==> config.mk <==
export PLATFORM = sky130hd
export DESIGN_NAME = idct_1d
export DESIGN_NICKNAME = d
export VERILOG_FILES = /design/src/rtl/idct_pkg.sv /design/src/rtl/idct_cos_rom.sv /design/src/rtl/idct_1d.sv
export SDC_FILE = /design/constraint.sdc
export NUM_CORES = 2
export LEC_CHECK = 0
export CORE_ASPECT_RATIO = 1.5
export CORE_UTILIZATION = 60
export CTS_BUF_LIST = sky130_fd_sc_hd__clkbuf_8
export DETAILED_ROUTE_END_ITERATION = 10
export HOLD_SLACK_MARGIN = 0.06
export PLACE_DENSITY_LB_ADDON = 0.3
export SYNTH_ARGS = -nofsm -noshare
export SYNTH_HDL_FRONTEND = slang
export SYNTH_HIERARCHICAL = 1
export SYNTH_SLANG_ARGS = --single-unit
==> constraint.sdc <==
create_clock -name clk -period 5.6 [get_ports clk]
set_clock_uncertainty 0.2 [all_clocks]
set_input_delay 1.12 -clock clk [delete_from_list [all_inputs] [get_ports clk]]
set_output_delay 1.12 -clock clk [all_outputs]
set_load 0.01 [all_outputs]
==> src/rtl/idct_pkg.sv <==
// Shared widths, types and the fixed-point inverse-DCT basis table for idct_1d.
// T[n][k] = round(2048 * c(k)/2 * cos((2n+1)k*pi/16)), c(0) = 1/sqrt(2), c(k>0) = 1.
package idct_pkg;

    localparam int COEF_W      = 12;
    localparam int SAMP_W      = 8;
    localparam int CONST_W     = 12;
    localparam int PROD_W      = 24;
    localparam int SUM_W       = 27;
    localparam int ROUND_SHIFT = 11;

    typedef logic signed [COEF_W-1:0]  coef_t;
    typedef logic        [SAMP_W-1:0]  samp_t;
    typedef logic signed [CONST_W-1:0] cos_t;
    typedef logic signed [PROD_W-1:0]  prod_t;
    typedef logic signed [SUM_W-1:0]   sum_t;

    // Rows 4..7 mirror rows 3..0 with the odd-k columns negated.
    localparam cos_t IDCT_T [8][8] = '{
        '{12'sd724,  12'sd1004,  12'sd946,  12'sd851,  12'sd724,  12'sd569,  12'sd392,  12'sd200},
        '{12'sd724,  12'sd851,   12'sd392, -12'sd200, -12'sd724, -12'sd1004, -12'sd946, -12'sd569},
        '{12'sd724,  12'sd569,  -12'sd392, -12'sd1004, -12'sd724, 12'sd200,   12'sd946,  12'sd851},
        '{12'sd724,  12'sd200,  -12'sd946, -12'sd569,  12'sd724,  12'sd851,  -12'sd392, -12'sd1004},
        '{12'sd724, -12'sd200,  -12'sd946,  12'sd569,  12'sd724, -12'sd851,  -12'sd392,  12'sd1004},
        '{12'sd724, -12'sd569,  -12'sd392,  12'sd1004, -12'sd724, -12'sd200,  12'sd946, -12'sd851},
        '{12'sd724, -12'sd851,   12'sd392,  12'sd200, -12'sd724,  12'sd1004, -12'sd946,  12'sd569},
        '{12'sd724, -12'sd1004,  12'sd946, -12'sd851,  12'sd724, -12'sd569,   12'sd392, -12'sd200}
    };

endpackage

==> src/rtl/idct_cos_rom.sv <==
// Combinational basis ROM: returns the 8 constants of output row n, packed with
// column k in bits [k*CONST_W +: CONST_W].
module idct_cos_rom
    import idct_pkg::*;
(
    input  logic [2:0]           row,
    output logic [8*CONST_W-1:0] consts
);

    always_comb begin
        consts = '0;
        for (int k = 0; k < 8; k++) begin
            consts[k*CONST_W +: CONST_W] = IDCT_T[row][k];
        end
    end

endmodule

==> src/rtl/idct_1d.sv <==
// 8-point 1-D inverse DCT: deserializes 8 coefficients, streams 8 clamped samples.
// Optional macro IDCT_LEVEL_SHIFT_EN adds +128 before the clamp.
module idct_1d
    import idct_pkg::*;
(
    input  logic              clk,
    input  logic              reset,
    input  logic              en,
    input  logic [COEF_W-1:0] data_in,
    output logic [SAMP_W-1:0] data_out,
    output logic              valid_out
);

    localparam sum_t ROUND_BIAS = sum_t'(1 << (ROUND_SHIFT - 1));
    localparam sum_t SAMP_MAX   = sum_t'((1 << SAMP_W) - 1);

    logic [2:0]           in_idx;
    logic [2:0]           out_idx;
    logic                 busy;
    logic                 load;
    coef_t                in_bank   [8];
    coef_t                work_bank [8];
    logic [8*CONST_W-1:0] row_consts;

    logic                 iss_valid;
    coef_t                iss_x [8];
    cos_t                 iss_c [8];
    logic                 s1_valid;
    prod_t                prod [8];
    logic                 s2_valid;
    sum_t                 sum_r;

    sum_t                 tree_sum;
    sum_t                 rounded;
    sum_t                 shifted;
    samp_t                clamped;

    assign load = (in_idx == 3'd7);

    idct_cos_rom u_rom (
        .row    (out_idx),
        .consts (row_consts)
    );

    // The work bank is rewritten on the same edge that issues the previous
    // block's last row; that row's operands are latched in iss_x on that edge.
    always_ff @(posedge clk) begin
        if (en) begin
            in_bank[in_idx] <= data_in;
            if (load) begin
                for (int k = 0; k < 7; k++) begin
                    work_bank[k] <= in_bank[k];
                end
                work_bank[7] <= data_in;
            end
        end
    end

    always_ff @(posedge clk) begin
        if (reset) begin
            in_idx  <= 3'd0;
            out_idx <= 3'd0;
            busy    <= 1'b0;
        end else if (en) begin
            in_idx <= in_idx + 3'd1;
            if (load) begin
                out_idx <= 3'd0;
                busy    <= 1'b1;
            end else if (busy) begin
                out_idx <= out_idx + 3'd1;
                if (out_idx == 3'd7) begin
                    busy <= 1'b0;
                end
            end
        end
    end

    always_ff @(posedge clk) begin
        if (en) begin
            for (int k = 0; k < 8; k++) begin
                iss_x[k] <= work_bank[k];
                iss_c[k] <= row_consts[k*CONST_W +: CONST_W];
                prod[k]  <= prod_t'(iss_x[k]) * prod_t'(iss_c[k]);
            end
            sum_r <= tree_sum;
        end
    end

    always_comb begin
        tree_sum = '0;
        for (int k = 0; k < 8; k++) begin
            tree_sum = tree_sum + sum_t'(prod[k]);
        end
    end

    // Round half up, optional level shift, then saturate into the sample range.
    always_comb begin
        rounded = (sum_r + ROUND_BIAS) >>> ROUND_SHIFT;
`ifdef IDCT_LEVEL_SHIFT_EN
        shifted = rounded + sum_t'(128);
`else
        shifted = rounded;
`endif
        if (shifted < sum_t'(0)) begin
            clamped = '0;
        end else if (shifted > SAMP_MAX) begin
            clamped = '1;
        end else begin
            clamped = shifted[SAMP_W-1:0];
        end
    end

    always_ff @(posedge clk) begin
        if (reset) begin
            iss_valid <= 1'b0;
            s1_valid  <= 1'b0;
            s2_valid  <= 1'b0;
            valid_out <= 1'b0;
            data_out  <= '0;
        end else if (en) begin
            iss_valid <= busy;
            s1_valid  <= iss_valid;
            s2_valid  <= s1_valid;
            valid_out <= s2_valid;
            if (s2_valid) begin
                data_out <= clamped;
            end
        end
    end

endmodule

## Yosys cells after proc, flatten, opt, wreduce, memory -nomap -nowiden

Memory sizes are Yosys's and may differ from the RTL's.
Cells that the tools add are included.

| cells by class | value |
|---|---|
| add/subtract/negate cells | 10 |
| multiply operators | 8 |
| $lt $le $gt $ge | 3 |
| equal/unequal tests | 2 |
| multiplexer cells | 14 |
| bitwise operators | 1 |
| reductions and logical operators | 3 |

Operator list:

| operator | number |
|---|---|
| 12-bit by 12-bit multiplier with 24-bit output | 8 |
| 96-bit two-way mux | 2 |
| 27-bit by 24-bit adder with 27-bit output | 4 |
| 26-bit by 24-bit adder with 27-bit output | 1 |
| 27-bit by 12-bit adder with 27-bit output (second input constant) | 1 |
| 25-bit by 24-bit adder with 26-bit output | 1 |
| 24-bit by 24-bit adder with 25-bit output | 1 |
| 16-bit by 9-bit greater-than comparator with 1-bit output (second input constant) | 1 |
| 16-bit by 1-bit < comparator with 1-bit output (second input constant) | 1 |
| 8-bit two-way mux | 2 |
| 1-bit two-way mux | 8 |
| 3-bit by 1-bit adder with 3-bit output (second input constant) | 2 |
| 3-bit == test (second input constant) | 2 |
| 3-bit two-way mux | 2 |
| 4-bit greater-or-equal comparator (second input constant) | 1 |
| 3-bit NOT with 4-bit output | 1 |
| 2-bit AND reduction | 2 |
| 2-bit nonzero test | 1 |

| storage, ports and cells | value |
|---|---|
| register bits | 46 |
| RAM bits | 576 |
| bits in read-only memories | 768 |
| input port bits | 15 |
| output and inout bits | 9 |
| logic and storage cells | 56 |
| memories | 6 |

Memory list:

| name | words | width | rd ports | clocked after memory_dff | write ports | line | RTL |
|---|---|---|---|---|---|---|---|
| (no name shown) | 8 | 96 | 1 | 0 | 0 | idct_cos_rom.sv:13 | `consts[k*CONST_W +: CONST_W] = IDCT_T[row][k];` |
| prod | 8 | 24 | 8 | 0 | 8 | idct_1d.sv:29 | `prod_t prod [8];` |
| in_bank | 8 | 12 | 7 | 0 | 1 | idct_1d.sv:21 | `coef_t in_bank [8];` |
| iss_c | 8 | 12 | 8 | 0 | 8 | idct_1d.sv:27 | `cos_t iss_c [8];` |
| iss_x | 8 | 12 | 8 | 0 | 8 | idct_1d.sv:26 | `coef_t iss_x [8];` |
| work_bank | 8 | 12 | 8 | 0 | 8 | idct_1d.sv:22 | `coef_t work_bank [8];` |

## Logic depth before layout (Yosys ltp)

| depth | value |
|---|---|
| depth in word-level cells | 7 |
| mapped depth | 22 |
| gate-level depth less buffers | 21 |

## Cells and area by module

Netlist, hierarchy kept.

By module, submodules not included:

| module | instances | cells each | area an instance (µm²) |
|---|---|---|---|
| idct_1d | 1 | 6038 | 65663.0 |
| idct_cos_rom | 1 | 126 | 895.9 |

## Worst setup path after synthesis

Ideal clock, no wire load.

| timing | value |
|---|---|
| path type | register -> register |
| start | memory iss_x[0][11] (netlist name) |
| end | memory prod[0][22] (netlist name), data pin |
| library setup time | 0.259 ns |
| arrival time | 5.180 ns |
| required time | 5.141 ns |
| path slack | -0.039 ns |
| cell stages (with the launch flop) | 21 |
| period minus slack after synthesis | 5.639 ns |
| cell sequence | edfxtp_1 > clkbuf_1 > nand2_1 > fa_1 > inv_1 > ha_1 > inv_1 > fa_1 > inv_1 > fa_1 > inv_1 > fa_1 > inv_1 > ha_1 > or2_2 > a21oi_1 > a211oi_1 > o21ai_0 > a21boi_0 > a21o_1 > a211o_1 |

RTL lines:

| what | line |
|---|---|
| start, declared | idct_1d.sv:26 |
| end, declared | idct_1d.sv:29 |

==> flow_summary.json <==
{
  "cts_tree": "done",
  "synth_xor_area_share_pct": 2.93,
  "register_area_mm2": 0.0178,
  "grt_usage_pct": 30.3,
  "grt_pass1_vias": 48100,
  "synth_fa_ha_area_share_pct": 46.0,
  "dieArea_mm2": 0.112,
  "cp_num_buf_inv": 4,
  "critPathCaptureType": "register",
  "final_common_cell": "inv_1",
  "synthSimpleGateAreaFrac_pct": 10.5,
  "synth_seq_cells": 600,
  "stdcell_area_mm2": 0.0756,
  "ys_seq_area_share_pct": 26.8,
  "setup_slack_ns": -0.0534,
  "mostFrequentLayoutCells": "inv_1, fa_1, nand2_1",
  "synth_edf_count": 581,
  "io_pins": 24,
  "timing.fmax_mhz": 177,
  "synth_top_family_by_area": "adder cells",
  "routabilityCongestion": 0.928,
  "die_w_um": 274,
  "ys_async_sr_fraction_pct": 0,
  "arrival_ns": 6.02,
  "post-dp-hpwl_mm": 131,
  "crit_top_cell": "fa_1",
  "vias_per_cell": 5.35,
  "path_cells": "buf_4 > nand2_1 > fa_1 > fa_1 > fa_1 > inv_1 > fa_1 > inv_1 > fa_1 > inv_1 > ha_1 > or2_2 > o311a_1 > o221a_4 > a2111o_1 > a31oi_1 > o21bai_1 > xnor2_1",
  "yosys.cell_types.count": 67,
  "drt_first_pass_iters": 6,
  "core-area_mm2": 0.110,
  "post-route-drc-count": 0,
  "synth_area_mm2": 0.0666,
  "muxShareOfSynthArea_pct": 0.135,
  "utilization_pct": 68.7,
  "initial_utilization_pct": 60.5,
  "yosysWarnings": 6,
  "drt-total-wl_mm": 164,
  "violations": "negative setup slack",
  "nets": 8369,
  "hold_depth": 0,
  "finalCritPeriodShare_pct": 101,
  "status": "finished, violations left",
  "path_class": "reg -> reg",
  "avgRoutedWirePerCell_um": 20.0,
  "path_clk_slew_ns": 0.08,
  "holdCritPathClass": "reg -> reg",
  "period_needed_ns": 5.65,
  "slew_viol_final": 0,
  "synth_ff_type": "edfxtp_1",
  "synthCells": 6164,
  "synth_compound_area_share_pct": 3.14,
  "reg2reg_depth": 18,
  "cp.depth": 18,
  "io_buffer_count": 23,
  "cts-root-buf": "clkbuf_8",
  "syn2layout_area_growth_pct": 13.5,
  "slew_headroom_pct": 8.29,
  "antenna_found_initial": 9,
  "grt_pass1_wl_mm": 254,
  "insertion_delay_ns": 0.87,
  "tightest_slew_ns": 1.37,
  "grt_max_degree": 134,
  "rsz0062_at_grt": "yes",
  "cts_buffer_depth": 3,
  "placed_cell_area_mm2": 0.0711,
  "fin_hold_ws_ns": 0.181,
  "initialDrtViolationCount": 2739,
  "multi_input_area_mm2": 0.0429,
  "drtAntennaViolNets": 0,
  "dr_total_vias": 43800,
  "setup_violations": 1,
  "path_delay_family": "adder cells",
  "drv_cap": 0,
  "die_h_um": 410,
  "cts_buffers": 93,
  "grt.overflow.total": 0,
  "critPathRequiredTime_ns": 5.97,
  "start_kind": "register",
  "hold_viol_final": 0,
  "clock_sinks": 600,
  "crit_fanout": 8,
  "fillers": 7893,
  "htreeDepth": 3,
  "post_synth.cell_area_avg_um2": 10.8,
  "critical-path-max-stage-delay_ns": 0.55,
  "layout-drive-gt1-share_pct": 14.9,
  "rows": 149,
  "crit_slowest_cell": "edfxtp_1"
}
layout make-up:
class | instances | area share (%)
Multi-Input combinational cell | 3787 | 56.8
Sequential cell | 600 | 23.6
Inverter | 1531 | 7.61
Timing Repair Buffer | 643 | 6.90
Tap cell | 1434 | 2.37
Clock buffer | 93 | 1.69
Clock inverter | 80 | 0.992
Antenna cell | 6 | 0.0199
logic make-up after synthesis:
kind of cell	Yosys count
adder cells (fa/ha/maj)	1698
AO/OA/AOI/OAI	329
AND/OR/NAND/NOR	1511
buffers and inverters	1792
multiplexers	9
XOR/XNOR	223
other	2
flip-flops	600
registers in the layout (all words and copies together), names as in the netlist:
signal,count
prod,192
iss_c,96
iss_x,96
work_bank,96
in_bank,84
sum_r,17
data_out,8
in_idx,3
out_idx,3
busy,1
iss_valid,1
s1_valid,1
s2_valid,1
valid_out,1
Yosys cell counts, types with 39 or more instances:
cell,n,area share (%)
buf_4,63,0.71
edfxtp_1,581,26
inv_1,1523,8.6
o21ai_0,57,0.43
nand3_1,39,0.29
ha_1,449,8.4
a21oi_1,125,0.94
and2_1,349,3.3
nand2b_1,50,0.47
nand2_1,794,4.5
clkbuf_1,190,1.1
nor2_1,164,0.92
fa_1,1249,38
xnor2_1,188,2.5
worst paths after layout:
kind,start,to,slack (ns)
setup reg to reg,iss_x[0][41]$_DFFE_PP_,prod[0][95]$_DFFE_PP_,-0.05
setup / recovery,iss_x[0][41]$_DFFE_PP_,prod[0][95]$_DFFE_PP_,-0.05
hold reg to reg,work_bank[0][36]$_DFFE_PP_,iss_x[0][36]$_DFFE_PP_,0.18
hold / removal,work_bank[0][36]$_DFFE_PP_,iss_x[0][36]$_DFFE_PP_,0.18
routing by layer:
layer  GRT usage, %  up-vias  routed length [um]
met5              0        -                  28
met4           22.7        4               14500
met3           3.59      590                7700
met2           54.4     1378               87000
met1           32.3    22400               54500
li1               -    19400                   -
per-stage QoR:
step	TNS, ns	cells	setup slack [ns]
after global routing	-1.93	8171	-0.192
after floorplan	0	6179	0.00172
final	-0.0534	8174	-0.0534
after CTS	-0.00914	8063	-0.00914
after detailed placement	-1.59	7847	-0.184
after global placement	-0.536	7847	-0.135
repair_timing:
| item | in CTS | in global routing |
|---|---|---|
| buffers inserted | 43 | 106 |
| hold buffers | 0 | 0 |
| gates cloned | 0 | 1 |
| pin swaps | 38 | 141 |
| endpoints found under the setup margin | 21 | 53 |
| gates resized for setup | 51 | 254 |
Power is not shown: default switching activity piles up to over one toggle a cycle in this logic, so the estimate is an artifact.
